`config.mk`:
```
export PLATFORM = sky130hd
export DESIGN_NAME = multdiv_unit
export DESIGN_NICKNAME = d
export VERILOG_FILES = /design/src/rtl/multdiv_unit.sv
export SDC_FILE = /design/constraint.sdc
export NUM_CORES = 1
export LEC_CHECK = 0
export BUFFER_PORTS_ARGS = -buffer_cell sky130_fd_sc_hd__clkbuf_2
export CORE_MARGIN = 3
export CORE_UTILIZATION = 40
export CTS_CLUSTER_SIZE = 28
export DETAILED_ROUTE_END_ITERATION = 10
export HOLD_SLACK_MARGIN = 0.1
export MAX_ROUTING_LAYER = met4
export SLEW_MARGIN = 20
export SYNTH_ARGS = -nofsm -noshare
export SYNTH_HDL_FRONTEND = slang
export SYNTH_SLANG_ARGS = --single-unit
```
`constraint.sdc`:
```
create_clock -name clock -period 7.7 [get_ports clock]
set_input_delay 0.385 -clock clock [delete_from_list [all_inputs] [get_ports clock]]
set_output_delay 0.385 -clock clock [all_outputs]
set_load 0.1 [all_outputs]
```
`src/rtl/multdiv_unit.sv`:
```
`default_nettype none
// ============================================================================
//  Module      : multdiv_unit
//  Description : Multi-cycle signed multiply / divide unit beside the execute
//                stage. Radix-2 shift-add multiply and non-restoring divide,
//                one iteration per clock, fixed 33-edge latency from the
//                accepting edge to the edge that enters DONE.
//
//  Ports
//    clock           in   processor clock, rising-edge active
//    reset           in   synchronous, active-high reset
//    data_operandA   in   multiplicand / dividend (two's complement)
//    data_operandB   in   multiplier / divisor   (two's complement)
//    ctrl_MULT       in   one-cycle multiply start pulse (wins over ctrl_DIV)
//    ctrl_DIV        in   one-cycle divide start pulse
//    data_result     out  low half of product, or quotient
//    data_exception  out  overflow / divide-by-zero flag for data_result
//    data_resultRDY  out  single-cycle completion strobe (DONE state)
//    busy            out  high while an operation is iterating
//
//  Revision    : 1.0  initial release
// ============================================================================
module multdiv_unit #(
  parameter int WIDTH = 32,  // only 32 is supported
  parameter int ITER  = 32   // must equal WIDTH
) (
  input  logic             clock,
  input  logic             reset,
  input  logic [WIDTH-1:0] data_operandA,
  input  logic [WIDTH-1:0] data_operandB,
  input  logic             ctrl_MULT,
  input  logic             ctrl_DIV,
  output logic [WIDTH-1:0] data_result,
  output logic             data_exception,
  output logic             data_resultRDY,
  output logic             busy
);

  localparam int CNT_W = $clog2(ITER + 1);

  localparam logic [1:0] c_IDLE = 2'd0;
  localparam logic [1:0] c_MUL  = 2'd1;
  localparam logic [1:0] c_DIV  = 2'd2;
  localparam logic [1:0] c_DONE = 2'd3;

  localparam logic [WIDTH-1:0] c_MOST_NEG = {1'b1, {(WIDTH-1){1'b0}}};
  localparam logic [WIDTH-1:0] c_ALL_ONES = {WIDTH{1'b1}};

  // --------------------------------------------------------------------------
  // State
  //   hi_q   : multiply -> upper product half (bits WIDTH-1:0 used)
  //            divide   -> signed partial remainder (WIDTH+2 bits, since the
  //                        non-restoring remainder spans [-D, D) and 2R+D
  //                        needs one bit beyond WIDTH+1)
  //   lo_q   : multiply -> multiplier shifting out / product lower half
  //            divide   -> dividend shifting out / quotient shifting in
  //   opnd_q : multiplicand magnitude or divisor magnitude
  // --------------------------------------------------------------------------
  logic [1:0]       state_q,  state_d;
  logic [CNT_W-1:0] cnt_q,    cnt_d;
  logic [WIDTH+1:0] hi_q,     hi_d;
  logic [WIDTH-1:0] lo_q,     lo_d;
  logic [WIDTH-1:0] opnd_q,   opnd_d;
  logic             neg_q,    neg_d;
  logic             dz_q,     dz_d;
  logic             ovf_q,    ovf_d;
  logic [WIDTH-1:0] res_q,    res_d;
  logic             exc_q,    exc_d;

  // Operand magnitudes; |most negative| is representable as an unsigned value.
  logic [WIDTH-1:0] w_abs_a;
  logic [WIDTH-1:0] w_abs_b;
  logic             w_sign_diff;

  assign w_abs_a     = data_operandA[WIDTH-1] ? (~data_operandA + 1'b1) : data_operandA;
  assign w_abs_b     = data_operandB[WIDTH-1] ? (~data_operandB + 1'b1) : data_operandB;
  assign w_sign_diff = data_operandA[WIDTH-1] ^ data_operandB[WIDTH-1];

  // Multiply iteration: conditional add, then shift {carry, hi, lo} right.
  logic [WIDTH:0] w_mul_sum;
  assign w_mul_sum = {1'b0, hi_q[WIDTH-1:0]} + (lo_q[0] ? {1'b0, opnd_q} : '0);

  // Divide iteration: shift {R, Q} left, then subtract if R was non-negative,
  // add if negative. The new quotient bit is 1 when the new R is non-negative,
  // which gives the same quotient as restoring division without a fix-up.
  logic [WIDTH+1:0] w_div_shift;
  logic [WIDTH+1:0] w_div_rem;
  assign w_div_shift = {hi_q[WIDTH:0], lo_q[WIDTH-1]};
  assign w_div_rem   = hi_q[WIDTH+1] ? (w_div_shift + {2'b00, opnd_q})
                                     : (w_div_shift - {2'b00, opnd_q});

  // Final result forming from the completed iteration registers.
  logic [2*WIDTH-1:0] w_prod_u;
  logic [2*WIDTH-1:0] w_prod_s;
  logic               w_mul_ovf;
  logic [WIDTH-1:0]   w_quot_s;

  assign w_prod_u  = {hi_q[WIDTH-1:0], lo_q};
  assign w_prod_s  = neg_q ? (~w_prod_u + 1'b1) : w_prod_u;
  // Fits in signed WIDTH bits only if the top WIDTH+1 bits are all equal.
  assign w_mul_ovf = ~((&w_prod_s[2*WIDTH-1:WIDTH-1]) | ~(|w_prod_s[2*WIDTH-1:WIDTH-1]));
  assign w_quot_s  = neg_q ? (~lo_q + 1'b1) : lo_q;

  logic w_start_mul;
  logic w_start_div;
  assign w_start_mul = ctrl_MULT;
  assign w_start_div = ctrl_DIV & ~ctrl_MULT;

  always_comb begin
    state_d = state_q;
    cnt_d   = cnt_q;
    hi_d    = hi_q;
    lo_d    = lo_q;
    opnd_d  = opnd_q;
    neg_d   = neg_q;
    dz_d    = dz_q;
    ovf_d   = ovf_q;
    res_d   = res_q;
    exc_d   = exc_q;

    case (state_q)
      c_IDLE, c_DONE: begin
        state_d = c_IDLE;
        if (w_start_mul) begin
          state_d = c_MUL;
          cnt_d   = '0;
          hi_d    = '0;
          lo_d    = w_abs_b;
          opnd_d  = w_abs_a;
          neg_d   = w_sign_diff;
          dz_d    = 1'b0;
          ovf_d   = 1'b0;
        end else if (w_start_div) begin
          state_d = c_DIV;
          cnt_d   = '0;
          hi_d    = '0;
          lo_d    = w_abs_a;
          opnd_d  = w_abs_b;
          neg_d   = w_sign_diff;
          dz_d    = (data_operandB == '0);
          ovf_d   = (data_operandA == c_MOST_NEG) && (data_operandB == c_ALL_ONES);
        end
      end

      c_MUL: begin
        if (cnt_q == CNT_W'(ITER)) begin
          state_d = c_DONE;
          cnt_d   = '0;
          res_d   = w_prod_s[WIDTH-1:0];
          exc_d   = w_mul_ovf;
        end else begin
          cnt_d = cnt_q + CNT_W'(1);
          hi_d  = {2'b00, w_mul_sum[WIDTH:1]};
          lo_d  = {w_mul_sum[0], lo_q[WIDTH-1:1]};
        end
      end

      c_DIV: begin
        if (cnt_q == CNT_W'(ITER)) begin
          state_d = c_DONE;
          cnt_d   = '0;
          if (dz_q) begin
            res_d = '0;
            exc_d = 1'b1;
          end else if (ovf_q) begin
            res_d = c_MOST_NEG;
            exc_d = 1'b1;
          end else begin
            res_d = w_quot_s;
            exc_d = 1'b0;
          end
        end else begin
          cnt_d = cnt_q + CNT_W'(1);
          hi_d  = w_div_rem;
          lo_d  = {lo_q[WIDTH-2:0], ~w_div_rem[WIDTH+1]};
        end
      end

      default: begin
        state_d = c_IDLE;
        cnt_d   = '0;
      end
    endcase
  end

  always_ff @(posedge clock) begin
    if (reset) begin
      state_q <= c_IDLE;
      cnt_q   <= '0;
      hi_q    <= '0;
      lo_q    <= '0;
      opnd_q  <= '0;
      neg_q   <= 1'b0;
      dz_q    <= 1'b0;
      ovf_q   <= 1'b0;
      res_q   <= '0;
      exc_q   <= 1'b0;
    end else begin
      state_q <= state_d;
      cnt_q   <= cnt_d;
      hi_q    <= hi_d;
      lo_q    <= lo_d;
      opnd_q  <= opnd_d;
      neg_q   <= neg_d;
      dz_q    <= dz_d;
      ovf_q   <= ovf_d;
      res_q   <= res_d;
      exc_q   <= exc_d;
    end
  end

  assign data_result    = res_q;
  assign data_exception = exc_q;
  assign data_resultRDY = (state_q == c_DONE);
  assign busy           = (state_q == c_MUL) || (state_q == c_DIV);

endmodule
`default_nettype wire

```
==> summary.txt <==
STA
  – Final period util: 0.580
  – WHS: 381 ps
  – Clock Skews: approximately 12 ps
  – RSZ-0062 raised after global routing: false
  – Final hold violations: 0
  – Final Critical Period: ~4500 ps
  – Final setup margin: 3230 ps
  – Fin Setup TNS: 0 ps
  – # setup viols final: 0
  – Fmax: between 200 and 250 MHz
  – Max Slew Vio Count: 0
  – Worst-margin pin slew: between 1000 and 1500 ps
  – Rel. slew slack: 0.264

Logic synthesis
  – Post-Syn Instances: between 1500 and 2000
  – Async S/R FF share, synth: 0
  – Compound-Gate Fraction of Synth Area: 0.299
  – Post-Synth Adder-Cell Area: 0.0709
  – Flops & latches, synth: between 100 and 150
  – Post-synthesis cell area: between 10000 and 15000 sq um
  – Yosys warning total: 0
  – Count of different cell masters after synthesis: 78
  – Avg Cell Area, Syn: 7.31 sq um
  – Mux contribution to synthesized area: 0.0133
  – Post-Synth XOR/XNOR Area: 0.114
  – Post-Synth Simple-Gate Area: 0.248
  – Post-synth EDFFs: 0
  – Sequential share of the synthesized area: 0.206
  – Post-synth top flop: dfxtp_1
  – Main combinational cell family by area after synthesis: compound AO/OA/AOI/OAI gates
  – Syn nets: just over 2000

Cells and area
  – Commonest non-fill, non-tap cell in the layout: nor2_1
  – Share of cells above drive strength 1: 0.0982
  – Syn-to-layout area delta: 10.4%
  – # diodes: 0
  – Fill cells: between 3000 and 4000
  – Final instance area: 15200 sq um
  – Final Net Count: roughly 2000
  – Most frequent cells in the layout: nor2_1 (196), nand2_1 (164), dfxtp_1 (141)

Power and ir drop
  – P_sw: a little under 3 mW
  – Logic pwr share: 0.624
  – P_leak: around 6.0 nW
  – Seq pwr share: 0.216
  – Power Density: 374 nW/um^2
  – Net Sw Frac: 0.514
  – Power Total: around 5.7 mW
  – Int Pwr: between 2 and 3 mW
  – Maximum vdd drop: between 0.2 and 0.25 mV
  – Clock power share: 0.160

Placed design
  – Placed Area: between 10000 and 15000 sq um
  – Post-Place Worst Slack: 3300 ps
  – Routability Congestion: 0.969
  – Port-buffer cells: approximately 100
  – DP HPWL: approximately 38 mm

Clock tree
  – H-tree Lvls: 4
  – CTS root buffer: clkbuf_16
  – CTS Sinks: about 140
  – Worst-path clk slew: around 60 ps
  – Post-CTS sizing: 0
  – Cts bufs inserted: 17
  – CTS tree: yes
  – Post-CTS Setup Bufs: 0
  – Skew-Pair Late Insertion Delay: roughly 430 ps
  – Clk buf depth: 2
  – Hold_buf cts: 0

Global route
  – Antenna violations before repair: 0
  – Global-route wire length before repair: between 70 and 80 mm
  – Gr ovfl total: 0
  – Largest net degree at the start of global routing: roughly 80
  – Vias in the first global route: between 10000 and 15000
  – GRT Overall Usage: 0.272

Critical path
  – Critical Path End Type: flop
  – Startpoint types: flop
  – Arr. time, crit path: around 4800 ps
  – Crit Path Class: reg -> reg
  – Worst endpoint required time: roughly 8000 ps
  – CP Max Fanout: 18

Job
  – Max_cap viols: 0

Die
  – Row count: between 60 and 70
  – Chip height: roughly 190 um
  – DIE AREA: ~37000 sq um
  – # IOs: a little over 100
  – Die X-Extent: ~190 um
  – Starting density of the core: 0.409
  – Core area: ~34000 sq um

Outcome
  – Status: complete, no violations

Detailed routing
  – DR iter-0 viols: about 1500
  – DRC violations left: 0
  – Via/cell ratio: 6.25
  – DRT Pass-1 Iters: 6
  – Total wire length: just under 50 mm
  – Antenna-violating nets left: 0
  – Avg WL per Cell: 20.8 um
  – Routed vias: approximately 15000

Hold path
  – Hold Crit Class: in -> reg
stage by stage:
| step | instances | util |
|---|---|---|
| detailed placement | 2330 | 0.431 |
| global placement | 2330 | 0.431 |
| global route | 2363 | 0.451 |
| CTS | 2362 | 0.450 |
| floorplan | 1888 | - |
| finish | 2363 | 0.451 |
state kept, by name, indices dropped and copies added, names as in the netlist:
signal / count
neg_q: 1
cnt_q: 6
data_result: 32
state_q: 2
data_exception: 1
hi_q: 34
ovf_q: 1
opnd_q: 32
lo_q: 32
dz_q: 1
final timing paths:
check / from / endpoint / slack [ps] / cells after the start
worst max-delay path: lo_q[0] / data_exception / 3230 / 10
worst min-delay path: data_operandB[30] / dz_q / 380 / 4
worst max register to register: lo_q[0] / data_exception / 3230 / 10
worst min register to register: data_result[31] / data_result[31] / 450 / 2
cells in the mapped netlist, drive strengths merged, types with 13 or more instances:
library cell	instances	share of area
nor2	199	0.054
nand2	164	0.045
dfxtp	142	0.21
a21oi	129	0.047
o21ai	120	0.043
clkbuf	116	0.032
xnor2	96	0.061
xor2	84	0.053
ha	75	0.068
nor3	54	0.020
a22oi	48	0.026
inv	44	0.012
a211oi	40	0.022
nand3	39	0.014
and2	34	0.015
nor4	31	0.016
o211ai	28	0.015
a21o	27	0.015
or3	27	0.012
o31ai	26	0.014
o41ai	23	0.016
a31oi	22	0.010
or4	22	0.012
nand4	21	0.0095
a222oi	18	0.013
and3	18	0.0082
nor2b	18	0.0082
a22o	16	0.010
mux2i	15	0.011
o21a	15	0.0082
nand2b	13	0.0059
worst max-delay path, cell delays in order (launching register included):
cell and delay [ps]:
dfxtp_1 310, clkinv_1 180, ha_1 280, nor4b_1 800, nand4_1 840, or4_1 810
a211oi_1 250, a41oi_1 70, a2111o_1 440, nor4_1 280, nor3_1 80
final cells by class:
cell class                      count  area [sq um]  area share
Timing Repair Buffer              122           683      0.0448
Sequential cell                   142          2840       0.187
Clock inverter                     13           184      0.0121
Inverter                           47           176      0.0116
Clock buffer                       19           453      0.0297
Multi-Input combinational cell   1572         10300       0.679
Tap cell                          448           561      0.0368
power groups by stage:
stage | clock network, mW | logic (mW) | registers [mW]
after global placement | 0 | 3.48 | 1.22
final | 0.914 | 3.56 | 1.23
after global routing | 0.950 | 3.92 | 1.26
after CTS | 0.923 | 3.52 | 1.22
after floorplan | 0 | 2.73 | 1.04
after detailed placement | 0 | 3.50 | 1.24
cell families (layout without fill, tap and decap cells):
logic type	count (synthesis)	after routing
adders and majority gates	77	77
buffers and inverters	174	201
and+or+nand+nor	689	689
muxes	18	18
AOI/OAI and AO/OA	608	608
DFF	142	142
xor gates and xnor gates	180	180
metal layers:
metal	part of all wire	vias up	global-route usage	wire, um
met4	0.024	0	0.0728	1150
met5	0	-	-	0
li1	-	7075	-	-
met3	0.071	73	0.0301	3510
met2	0.44	589	0.409	21600
met1	0.47	7023	0.387	22800
Power figures use the tool's default switching activity.
